<file path="src/rtl/sweep_pkg.sv">
// Shared types and widths for the sweep readout stage that sits in front of `range`.
package sweep_pkg;

    localparam int COUNT_W = 16;
    localparam int N_W     = 32;
    localparam int IDX_W   = 4;

    typedef enum logic [2:0] {
        IDLE,
        LAUNCH,
        WAIT_LOW,
        WAIT_DONE,
        READ,
        CAPTURE,
        STREAM,
        SUMMARY
    } state_t;

    typedef struct packed {
        logic [IDX_W-1:0]   index;
        logic [N_W-1:0]     n;
        logic [COUNT_W-1:0] count;
        logic               last;
    } beat_t;

endpackage

</file>
<file path="src/rtl/sweep_reader.sv">
// Launches one `range` sweep, streams every count back out, then reports the
// largest count together with the n that produced it.
module sweep_reader
    import sweep_pkg::*;
#(
    parameter int RAM_WORDS      = 16,
    parameter int RAM_ADDR_BITS  = 4,
    parameter int TIMEOUT_CYCLES = 1048576
) (
    input  logic                     clk,
    input  logic                     reset_n,
    input  logic                     req_valid,
    output logic                     req_ready,
    input  logic [N_W-1:0]           req_base,
    output logic                     rng_go,
    output logic [N_W-1:0]           rng_start,
    input  logic                     rng_done,
    input  logic [COUNT_W-1:0]       rng_count,
    output logic                     out_valid,
    input  logic                     out_ready,
    output logic [RAM_ADDR_BITS-1:0] out_index,
    output logic [N_W-1:0]           out_n,
    output logic [COUNT_W-1:0]       out_count,
    output logic                     out_last,
    output logic                     sum_valid,
    output logic [COUNT_W-1:0]       max_count,
    output logic [N_W-1:0]           max_n,
    output logic                     err,
    output state_t                   dbg_state
);

    // Handshakes: a transfer happens on a clock edge where valid and ready are
    // both high; once valid is raised the payload holds until that edge.

    localparam int TIMER_W = $clog2(TIMEOUT_CYCLES) + 1;
    localparam logic [TIMER_W-1:0]       TIMER_LAST = TIMER_W'(TIMEOUT_CYCLES - 1);
    localparam logic [RAM_ADDR_BITS-1:0] IDX_LAST   = RAM_ADDR_BITS'(RAM_WORDS - 1);

    state_t                   state;
    logic [RAM_ADDR_BITS-1:0] idx;
    logic [N_W-1:0]           base;
    logic [TIMER_W-1:0]       timer;
    logic                     last_q;
    logic                     timed_out;

    assign timed_out = (timer >= TIMER_LAST);

    // The read port is addressed by idx only while a word is being fetched.
    assign rng_start = (state == READ || state == CAPTURE) ? N_W'(idx) : base;
    assign out_last  = out_valid & last_q;
    assign dbg_state = state;

    always_ff @(posedge clk or negedge reset_n) begin
        if (!reset_n) begin
            state     <= IDLE;
            req_ready <= 1'b1;
            rng_go    <= 1'b0;
            out_valid <= 1'b0;
            sum_valid <= 1'b0;
            err       <= 1'b0;
            idx       <= '0;
            base      <= '0;
            timer     <= '0;
            out_index <= '0;
            out_n     <= '0;
            out_count <= '0;
            last_q    <= 1'b0;
            max_count <= '0;
            max_n     <= '0;
        end else begin
            rng_go    <= 1'b0;
            sum_valid <= 1'b0;
            err       <= 1'b0;
            case (state)
                IDLE: begin
                    if (req_valid && req_ready) begin
                        base      <= req_base;
                        idx       <= '0;
                        max_count <= '0;
                        max_n     <= '0;
                        timer     <= '0;
                        req_ready <= 1'b0;
                        rng_go    <= 1'b1;
                        state     <= LAUNCH;
                    end
                end
                LAUNCH: state <= WAIT_LOW;
                WAIT_LOW: begin
                    // A done still high from the previous sweep must drop first.
                    if (!rng_done) begin
                        timer <= timer + 1'b1;
                        state <= WAIT_DONE;
                    end else if (timed_out) begin
                        err       <= 1'b1;
                        req_ready <= 1'b1;
                        state     <= IDLE;
                    end else begin
                        timer <= timer + 1'b1;
                    end
                end
                WAIT_DONE: begin
                    if (rng_done) begin
                        state <= READ;
                    end else if (timed_out) begin
                        err       <= 1'b1;
                        req_ready <= 1'b1;
                        state     <= IDLE;
                    end else begin
                        timer <= timer + 1'b1;
                    end
                end
                READ: state <= CAPTURE;
                CAPTURE: begin
                    out_index <= idx;
                    out_n     <= base + N_W'(idx);
                    out_count <= rng_count;
                    last_q    <= (idx == IDX_LAST);
                    // Strict compare keeps the lowest index on ties.
                    if (rng_count > max_count) begin
                        max_count <= rng_count;
                        max_n     <= base + N_W'(idx);
                    end
                    out_valid <= 1'b1;
                    state     <= STREAM;
                end
                STREAM: begin
                    if (out_ready) begin
                        out_valid <= 1'b0;
                        if (idx == IDX_LAST) begin
                            sum_valid <= 1'b1;
                            state     <= SUMMARY;
                        end else begin
                            idx   <= idx + 1'b1;
                            state <= READ;
                        end
                    end
                end
                SUMMARY: begin
                    idx       <= '0;
                    req_ready <= 1'b1;
                    state     <= IDLE;
                end
                default: begin
                    req_ready <= 1'b1;
                    state     <= IDLE;
                end
            endcase
        end
    end

endmodule
</file>
<file path="config.mk">
export PLATFORM = sky130hd
export DESIGN_NAME = sweep_reader
export DESIGN_NICKNAME = d
export VERILOG_FILES = /design/src/rtl/sweep_pkg.sv /design/src/rtl/sweep_reader.sv
export SDC_FILE = /design/constraint.sdc
export NUM_CORES = 1
export LEC_CHECK = 0
export CAP_MARGIN = 20
export CORE_UTILIZATION = 45
export DETAILED_ROUTE_END_ITERATION = 7
export PLACE_DENSITY_LB_ADDON = 0.1
export SLEW_MARGIN = 20
export SYNTH_ARGS = -nofsm -noshare
export SYNTH_HDL_FRONTEND = slang
export SYNTH_SLANG_ARGS = --single-unit
</file>
<file path="constraint.sdc">
create_clock -name clk -period 2.23 [get_ports clk]
set_input_delay 0.446 -clock clk [delete_from_list [all_inputs] [get_ports clk]]
set_output_delay 0.446 -clock clk [all_outputs]
set_load 0.01 [all_outputs]
</file>
==> results of run 1 <==
cell families after synthesis:
family                     after synthesis  synth area share [%]
AOI/OAI and AO/OA                      176                  13.6
xor gates and xnor gates                30                  3.23
adders and majority gates               23                  3.63
buffers and inverters                   80                  4.09
DFF                                    166                  51.1
muxes                                   15                  2.06
and+or+nand+nor                        405                  22.3
layer usage:
layer  part of all wire (%)  global-route usage (%)
met4                    1.8                    8.33
met1                     46                    38.8
met5                      0                       0
met3                    5.0                    4.40
met2                     47                    41.8
state kept, by name (all words and copies together) (netlist names):
| signal | count |
|---|---|
| base | 32 |
| dbg_state | 3 |
| err | 1 |
| idx | 4 |
| last_q | 1 |
| max_count | 16 |
| max_n | 32 |
| out_count | 16 |
| out_index | 4 |
| out_n | 32 |
| out_valid | 1 |
| req_ready | 1 |
| rng_go | 1 |
| sum_valid | 1 |
| timer | 21 |
final cells by class:
class,count,area (um2)
clock buffer,18,439
clock inverter,14,163
fill,1220,4530
inverter,30,113
multi-input combinational,649,4550
sequential,166,4160
tap,225,282
timing repair buffer,328,3250
synthesized netlist by cell type, types with 2 or more instances:
cell	instances	share of area [%]
nand2_1	247	11
dfrtp_1	165	51
o21ai_0	45	2.8
nor2_1	42	1.9
a21oi_1	38	2.3
clkbuf_1	30	1.4
inv_1	30	1.4
o31ai_1	29	2.7
and2_1	28	2.2
nand3_1	25	1.5
ha_1	22	3.4
o21ai_1	17	1.0
xnor2_1	17	1.8
a21o_1	13	1.2
nand4_1	13	1.0
xor2_1	13	1.4
nor3_1	12	0.74
mux2_1	10	1.4
buf_2	7	0.43
or3_1	7	0.54
and4_1	6	0.65
buf_1	6	0.28
buf_4	6	0.55
a31oi_1	4	0.31
mux2_2	4	0.55
nor4_1	4	0.31
o211ai_1	4	0.37
o311ai_0	4	0.43
a211oi_1	3	0.28
and3_1	3	0.23
nand2b_1	3	0.23
o21bai_1	3	0.28
or4_1	3	0.28
nand3b_1	2	0.18
nor2b_1	2	0.15
how the worst max path moves through the flow:
stage | slack [ns] | cells after the start | from | end
after floorplan | -0.08 | 10 | idx[0] | max_n[22]
after global placement | -0.63 | 8 | rng_count[7] | max_n[26]
after global routing | -0.29 | 11 | base[0] | max_n[24]
after detailed placement | -0.71 | 9 | rng_count[14] | max_n[31]
final | -0.16 | 10 | base[0] | max_n[14]
after CTS | -0.16 | 10 | max_count[13] | max_n[9]
report_power, final:
part	switching [mW]	leakage, nW	internal (mW)
logic	4.23	3.44	4.36
registers	0.881	2.20	4.11
clock network	1.33	0.288	1.71
worst min-delay path, cell delays in order:
cell            delay [ns]
dlymetal6s2s_1        0.16
nand2_1               0.11
nand2_1               0.05
stage by stage:
step / area, um2 / hold WS, ns
3_5_place_dp: 11100 / 0.438
4_1_cts: 12300 / 0.383
5_1_grt: 12900 / 0.391
3_3_place_gp: 11100 / 0.435
2_1_floorplan: 8190 / 0.150
6_report: 12900 / 0.378
what timing repair did:
item / 4_1_cts / 5_1_grt
pin swaps: 39 / 29
hold buffers: 1 / 0
endpoints found under the hold margin: 43 / 0
gates cloned: 7 / 1
buffers inserted: 11 / 9
endpoints found under the setup margin: 97 / 97
gates resized for setup: 140 / 130
==> results by group, run 1 <==
Status
  • Status: finished with violations
  • Failing checks: negative setup slack

Place
  • DP HPWL: 16.7 mm
  • Routability cong.: 0.894
  • Port Buf Inserts: 193
  • # placed instances: 1,374
  • DP Worst Slack: -0.706 ns

Floorplan
  • Die Width: 136 um
  • Initial Util: a little under half
  • I/O Pins: between 150 and 200
  • Die Area: 0.0186 mm2
  • Die Y: about 140 um
  • Row count: between 40 and 50
  • Core area: 0.0175 mm2

CTS
  • Clock root buffer: clkbuf_16
  • Clock Sinks: 166
  • Depth of the CTS H-tree: 4
  • Clock transition at path regs: 0.07 ns
  • Worst-Skew Late Latency: 0.43 ns
  • CTS Buf Count: 17
  • Maximum root-to-sink buffer count: 2
  • CTS tree: yes

Global routing
  • Gr usage total: 27.1%
  • Vias in the first global route: 7,408
  • Antenna violations before repair: 0
  • Pin count of the biggest net entering global routing: 53
  • Congestion Overflow GR: 0
  • Global-route wire length before repair: 38.6 mm

Synth
  • Number of synthesized flops with an enable pin: 0
  • Syn Inst Count: 895
  • Share of synthesized flip-flops with an asynchronous set or reset: 100%
  • Ys flop type: dfrtp_1
  • Post-Syn Nets: 971
  • Yosys warns: 0
  • Post-Syn Area: 0.00813 mm2
  • Syn_area_per_cell: 9.09 um2
  • Post-synth cell types: 63
  • Sequential share of the synthesized area: 51.1%
  • Yosys reg bits: 166

Setup path
  • Setup slack on the worst flop-to-flop path: -0.16 ns
  • Number of buffer and inverter stages on the critical path: 2
  • Worst Path Required: 2.56 ns
  • Max FO, Critical Path: 6
  • CP delay by family, top: simple AND/OR/NAND/NOR gates
  • CP Cell Sequence: ha_2, inv_2, fa_2, nor2b_4, o31a_1, nand2_4, buf_6, or3_4, xor2_2, o31ai_1
  • CP max stage cell: dfrtp_1
  • Critical path startpoint category: flip-flop
  • Reg-to-reg critical path startpoint: base[0]
  • Critical path's largest stage delay: 0.37 ns
  • Worst r2r path cells: 10
  • CP Class: flip-flop to flip-flop
  • WP data arrival: 2.73 ns
  • CP endpoint kind: flip-flop
  • Worst r2r dst: max_n[14]

Power
  • PnR Total Power: 16.6 mW
  • Pwr dens: roughly 1300 mW/mm2
  • Leakage: roughly 5.9 nW
  • VDD IR max: 0.000654 V

Timing
  • RSZ-0062 raised after global routing: yes
  • Clock Skew: between 0.01 and 0.015 ns
  • Max frequency: 0.418 GHz
  • Time the worst path needs with I/O delays and setup: 2.39 ns
  • Period utilization: 107%
  • Slew headroom: 53.1%
  • Setup total negative slack: -4.55 ns
  • Least-Margin Pin Slew: 0.704 ns
  • Setup violators final: 51
  • Slew Viols, Final: 0
  • Final hold viol count: 0
  • Fin worst setup slack: -0.163 ns

Route
  • Via count: 7,760
  • Final wirelength: 25.9 mm
  • DR pass1 iterations: 5
  • Via/cell ratio: 5.43
  • Post-DRT Antenna Nets: 0
  • Residual DRC count: 0
  • Drt wl/cell: around 18 um
  • DRT iter0 DRCs: 460

Final layout
  • Synth-to-layout area growth: 59.2%
  • Share of cells above drive strength 1: 26.7%
  • Fin cells: 1,430
  • Commonest non-fill, non-tap cell in the layout: nand2_1
  • # diodes: 0
  • Most frequent cells in the layout: 209 x nand2_1, 165 x dfrtp_1, 148 x clkdlybuf4s50_1
  • Nets: 1,268
  • Core Util, Final: 74.1%

Worst hold path
  • WHS Endpoint: out_count[5]
  • HP Start: rng_count[5]
  • Cell depth of the worst hold path: 3
  • Hold Crit Class: input port to flip-flop

Run
  • Max cap viols: 0
Power figures use the tool's default switching activity.
==> run 2: changes to the inputs <==
CORE_UTILIZATION = 47   (was 45)
CTS_BUF_LIST = sky130_fd_sc_hd__clkbuf_8   (was unset)
==> results by group, run 2 (synthesis gave the netlist of run 1 again) <==
Timing
  • Max frequency: 0.414 GHz
  • Fin worst setup slack: -0.186 ns
  • Least-Margin Pin Slew: 0.501 ns
  • Period utilization: 108%
  • Clock Skew: approximately 0.015 ns
  • Slew Viols, Final: 0
  • Time the worst path needs with I/O delays and setup: 2.42 ns
  • Final hold viol count: 0
  • RSZ-0062 raised after global routing: yes
  • Setup violators final: 52
  • Slew headroom: 66.6%

Setup path
  • WP data arrival: 2.76 ns
  • Setup slack on the worst flop-to-flop path: -0.17 ns
  • CP endpoint kind: flip-flop
  • Worst Path Required: 2.57 ns
  • Critical path startpoint category: input port
  • CP Class: input port to flip-flop
  • Max FO, Critical Path: 5

Final layout
  • Largest regs: base (32), max_n (32), out_n (32)
  • Core Util, Final: 75.2%
  • Final instance area: 0.0126 mm2
  • Fill cell count: 1,211
  • # diodes: 0
  • Nets: 1,267
  • Share of cells above drive strength 1: between 20% and 30%
  • Commonest non-fill, non-tap cell in the layout: nand2_1
  • Synth-to-layout area growth: 54.9%
  • Most frequent cells in the layout: 227 x nand2_1, 165 x dfrtp_1, 151 x clkdlybuf4s50_1
  • Multi-input gate area: 0.00445 mm2
  • Seq. cell area: 0.00416 mm2

Global routing
  • Antenna violations before repair: 0
  • Pin count of the biggest net entering global routing: 86
  • Congestion Overflow GR: 0
  • Gr usage total: 27.7%
  • Global-route wire length before repair: 38.3 mm
  • Vias in the first global route: around 7,500

Place
  • Port Buf Inserts: between 150 and 200
  • DP HPWL: 16.3 mm
  • Post-DP Area: 0.0110 mm2
  • Routability cong.: 0.863

Power
  • Leakage: 5.75 nW
  • Pwr dens: 1240 mW/mm2
  • VDD IR max: 0.000846 V

CTS
  • Clock transition at path regs: 0.09 ns
  • Clock root buffer: clkbuf_8
  • CTS tree: yes
  • Worst-Skew Late Latency: 0.47 ns
  • CTS Buf Count: 17
  • Maximum root-to-sink buffer count: 2
  • Depth of the CTS H-tree: 4
  • Clock Sinks: 166

Status
  • Failing checks: negative setup slack
  • Status: finished with violations

Run
  • Max cap viols: 0

Route
  • Drt wl/cell: 17.7 um
  • Post-DRT Antenna Nets: 0
  • Via count: between 7,000 and 8,000
  • DR pass1 iterations: 5
  • Residual DRC count: 0
  • Via/cell ratio: 5.47
  • DRT iter0 DRCs: 581
  • Final wirelength: 25.2 mm

Floorplan
  • Core area: about 0.017 mm2
  • Row count: 47
  • Die Width: 134 um
  • Die Area: between 0.015 and 0.02 mm2
  • Initial Util: 48.5%
  • Die Y: 134 um
  • I/O Pins: 194

Worst hold path
  • Hold Crit Class: input port to asynchronous set/reset pin
run 2: changes by cell type in the layout (fill, tap and decap cells not counted), sizes merged, moves of 2 or more:
cell and delta:
clkdlybuf4s15 -2, dlymetal6s2s -2, clkdlybuf4s50 +3, clkinvlp +2
run 2: path summary, 6_finish.rpt:
path / from / end / depth (start not counted)
max: rng_count[8] / max_n[22] / 9
max in group asynchronous: reset_n / req_ready / 3
min reg2reg: out_n[26] / out_n[26] / 1
min: reset_n / out_n[10] / 2
max reg2reg: max_count[7] / max_n[22] / 9
min in group clk: rng_count[12] / out_count[12] / 3
run 2: through the flow:
stage | TNS, ns | power, mW | std cells | hold slack, ns | worst slack (ns)
2_1_floorplan | -0.207 | 8.10 | 895 | 0.150 | -0.0830
3_3_place_gp | -24.50 | 11.8 | 1362 | 0.289 | -0.552
3_5_place_dp | -30.84 | 12.0 | 1362 | 0.290 | -0.722
4_1_cts | -2.14 | 14.9 | 1419 | 0.352 | -0.177
5_1_grt | -10.59 | 16.5 | 1424 | 0.348 | -0.262
6_report | -5.25 | 15.6 | 1424 | 0.371 | -0.186
run 2: worst max-delay path: stages:
cell,delay (ns)
clkdlybuf4s50_1,0.49
ha_1,0.24
nand4_1,0.22
nor2_1,0.08
a221o_1,0.35
o31ai_4,0.29
buf_6,0.17
buf_16,0.13
mux2_1,0.32
run 2: report_power, final:
group	internal [mW]	switching, mW	leakage, nW
sequential	4.10	0.902	2.20
combinational	4.22	4.10	3.35
clock	1.11	1.19	0.198
total	9.43	6.19	5.75
run 2: repair_timing:
item                                   CTS  global route
buffers inserted                        18             8
cloned                                   7             1
setup endpoints to repair               81            89
endpoints found under the hold margin   14             0
hold buffers                             1             0
resized for setup                      131           102
pin swaps                               21            32
run 2: cell type report:
type,count,share of cell area [%]
inverters,30,0.894
well taps,220,2.18
multi-input cells,649,35.3
clock buffers,17,1.86
clock inverters,15,1.42
flip-flops and latches,166,33.0
repair buffers,327,25.3
run 2: layer usage:
| metal | GRT usage, % | vias to the layer above | routed length, um |
|---|---|---|---|
| met5 | 0 | - | 0 |
| met4 | 8.33 | 0 | 601 |
| met3 | 5.48 | 38 | 1330 |
| met2 | 45.4 | 262 | 12300 |
| met1 | 37.1 | 3848 | 11000 |
| li1 | - | 3645 | - |
==> run 3: changes to the inputs <==
CAP_MARGIN = 5   (was 20)
SKIP_LAST_GASP = 1   (was unset)
==> results by group, run 3 (synthesis gave the netlist of run 1 again) <==
Route
  • Residual DRC count: 0
  • Post-DRT Antenna Nets: 0
  • DR pass1 iterations: 5
  • DRT iter0 DRCs: 586
  • Via count: around 7,800
  • Via/cell ratio: around 5.5
  • Final wirelength: 25.9 mm
  • Drt wl/cell: 18.0 um

Final layout
  • Seq. cell area: 0.00416 mm2
  • Nets: 1,278
  • Largest regs: base (32), max_n (32), out_n (32)
  • Core Util, Final: 75.9%
  • Fill cell count: 1,153
  • Synth-to-layout area growth: 56.4%
  • # diodes: 0
  • Commonest non-fill, non-tap cell in the layout: nand2_1
  • Multi-input gate area: between 0.004 and 0.005 mm2
  • Most frequent cells in the layout: 217 x nand2_1, 165 x dfrtp_1, 148 x clkdlybuf4s50_1
  • Share of cells above drive strength 1: 25.8%

CTS
  • CTS Buf Count: 17
  • CTS tree: yes
  • Maximum root-to-sink buffer count: 2
  • Clock root buffer: clkbuf_8
  • Clock transition at path regs: roughly 0.1 ns
  • Depth of the CTS H-tree: 4
  • Worst-Skew Late Latency: roughly 0.46 ns
  • Clock Sinks: 166

Timing
  • Least-Margin Pin Slew: 0.478 ns
  • Time the worst path needs with I/O delays and setup: 2.45 ns
  • Period utilization: 110%
  • Max frequency: 0.409 GHz
  • RSZ-0062 raised after global routing: yes
  • Clock Skew: 0.0134 ns
  • Slew Viols, Final: 0
  • Fin worst setup slack: -0.216 ns
  • Setup violators final: 51
  • Setup total negative slack: -6.02 ns
  • Fin Hold WS: 0.279 ns
  • Final hold viol count: 0
  • Slew headroom: 68.1%

Setup path
  • Max FO, Critical Path: 7
  • Worst Path Required: about 2.6 ns
  • Critical path's largest stage delay: around 0.41 ns
  • Setup slack on the worst flop-to-flop path: -0.22 ns
  • Critical path startpoint category: flip-flop
  • Worst r2r dst: max_n[22]
  • Worst r2r path cells: 9
  • Critical Path Sink: max_n[22]
  • CP max stage cell: a221o_1
  • Start point of the critical path: max_count[7]
  • CP Class: flip-flop to flip-flop
  • CP Cell Sequence: inv_1, ha_4, a21oi_1, o21ai_1, a221o_1, o31ai_4, buf_6, buf_16, mux2_1
  • CP delay by family, top: compound AO/OA/AOI/OAI gates
  • Reg-to-reg critical path startpoint: max_count[7]
  • Levels on crit path: 9
  • Number of buffer and inverter stages on the critical path: 3
  • CP endpoint kind: flip-flop
  • WP data arrival: 2.79 ns

Floorplan
  • Row count: 47
  • Die Y: 134 um
  • Core area: 0.0168 mm2
  • Initial Util: 48.5%
  • Die Width: about 130 um
  • I/O Pins: 194
  • Die Area: 0.0178 mm2

Global routing
  • Antenna violations before repair: 0
  • Gr usage total: between 20% and 30%
  • Global-route wire length before repair: about 38 mm
  • Pin count of the biggest net entering global routing: 86
  • Vias in the first global route: ~7,400
  • Congestion Overflow GR: 0

Worst hold path
  • Hold Crit Class: input port to flip-flop

Power
  • Pwr dens: 1250 mW/mm2
  • PnR Total Power: 15.9 mW
  • Leakage: 5.85 nW
  • VDD IR max: 0.000623 V

Place
  • Routability cong.: 0.863
  • Port Buf Inserts: 193
  • DP Worst Slack: -0.722 ns
  • DP HPWL: 16.3 mm

Status
  • Status: finished with violations
  • Failing checks: negative setup slack

Run
  • Max cap viols: 0
-- run 3: cell types whose count changed in the layout (fill, tap and decap cells not counted), sizes merged --
cell | before | now
dlygate4sd2 | 37 | 28
buf | 135 | 144
clkdlybuf4s15 | 1 | 2
dlymetal6s2s | 0 | 4
clkdlybuf4s50 | 151 | 148
clkbuf | 19 | 28
-- run 3: metrics by stage --
step                std cells  cell area, um2
floorplan                 895            8190
global placement         1362           11000
detailed placement       1362           11000
CTS                      1419           12000
global route             1435           12700
finish                   1435           12700
-- run 3: final cells by class --
cell class,count,share of cell area [%]
inverter,30,0.885
tap,220,2.16
multi-input combinational,649,34.9
timing repair buffer,338,26.1
clock inverter,15,1.41
clock buffer,17,1.84
sequential,166,32.7
-- run 3: worst min-delay path, delay by kind of cell --
kind / cells / cell delay, ns
buffers and inverters: 1 / 0.12
and+or+nand+nor: 2 / 0.15
-- run 3: report_power, final --
| part | internal, mW | total (mW) | switching [mW] |
|---|---|---|---|
| sequential | 4.10 | 5.03 | 0.923 |
| combinational | 4.37 | 8.53 | 4.16 |
| clock | 1.11 | 2.31 | 1.20 |
-- run 3: how the worst min path moves through the flow --
| stage | from | slack [ns] | to | cells past startpoint |
|---|---|---|---|---|
| floorplan | reset_n | 0.15 | base[0] | 0 |
| global placement | reset_n | 0.29 | max_n[27] | 1 |
| detailed placement | reset_n | 0.29 | max_n[27] | 1 |
| CTS | reset_n | 0.35 | max_n[27] | 2 |
| global route | rng_count[8] | 0.29 | out_count[8] | 3 |
| finish | rng_count[8] | 0.28 | out_count[8] | 3 |
-- run 3: layer usage --
| metal | vias to the layer above | GRT usage (%) | wire length (um) |
|---|---|---|---|
| met5 | - | 0 | 0 |
| met4 | 0 | 8.02 | 488 |
| met3 | 29 | 5.63 | 1450 |
| met2 | 288 | 44.9 | 12800 |
| met1 | 3860 | 36.8 | 11100 |
| li1 | 3670 | - | - |
-- run 3: what timing repair did --
action	CTS	global route
hold endpoints to repair	14	0
hold buffers	1	0
pin swaps	18	36
endpoints found under the setup margin	81	99
cloned	7	4
setup buffers	18	14
gates resized for setup	111	147
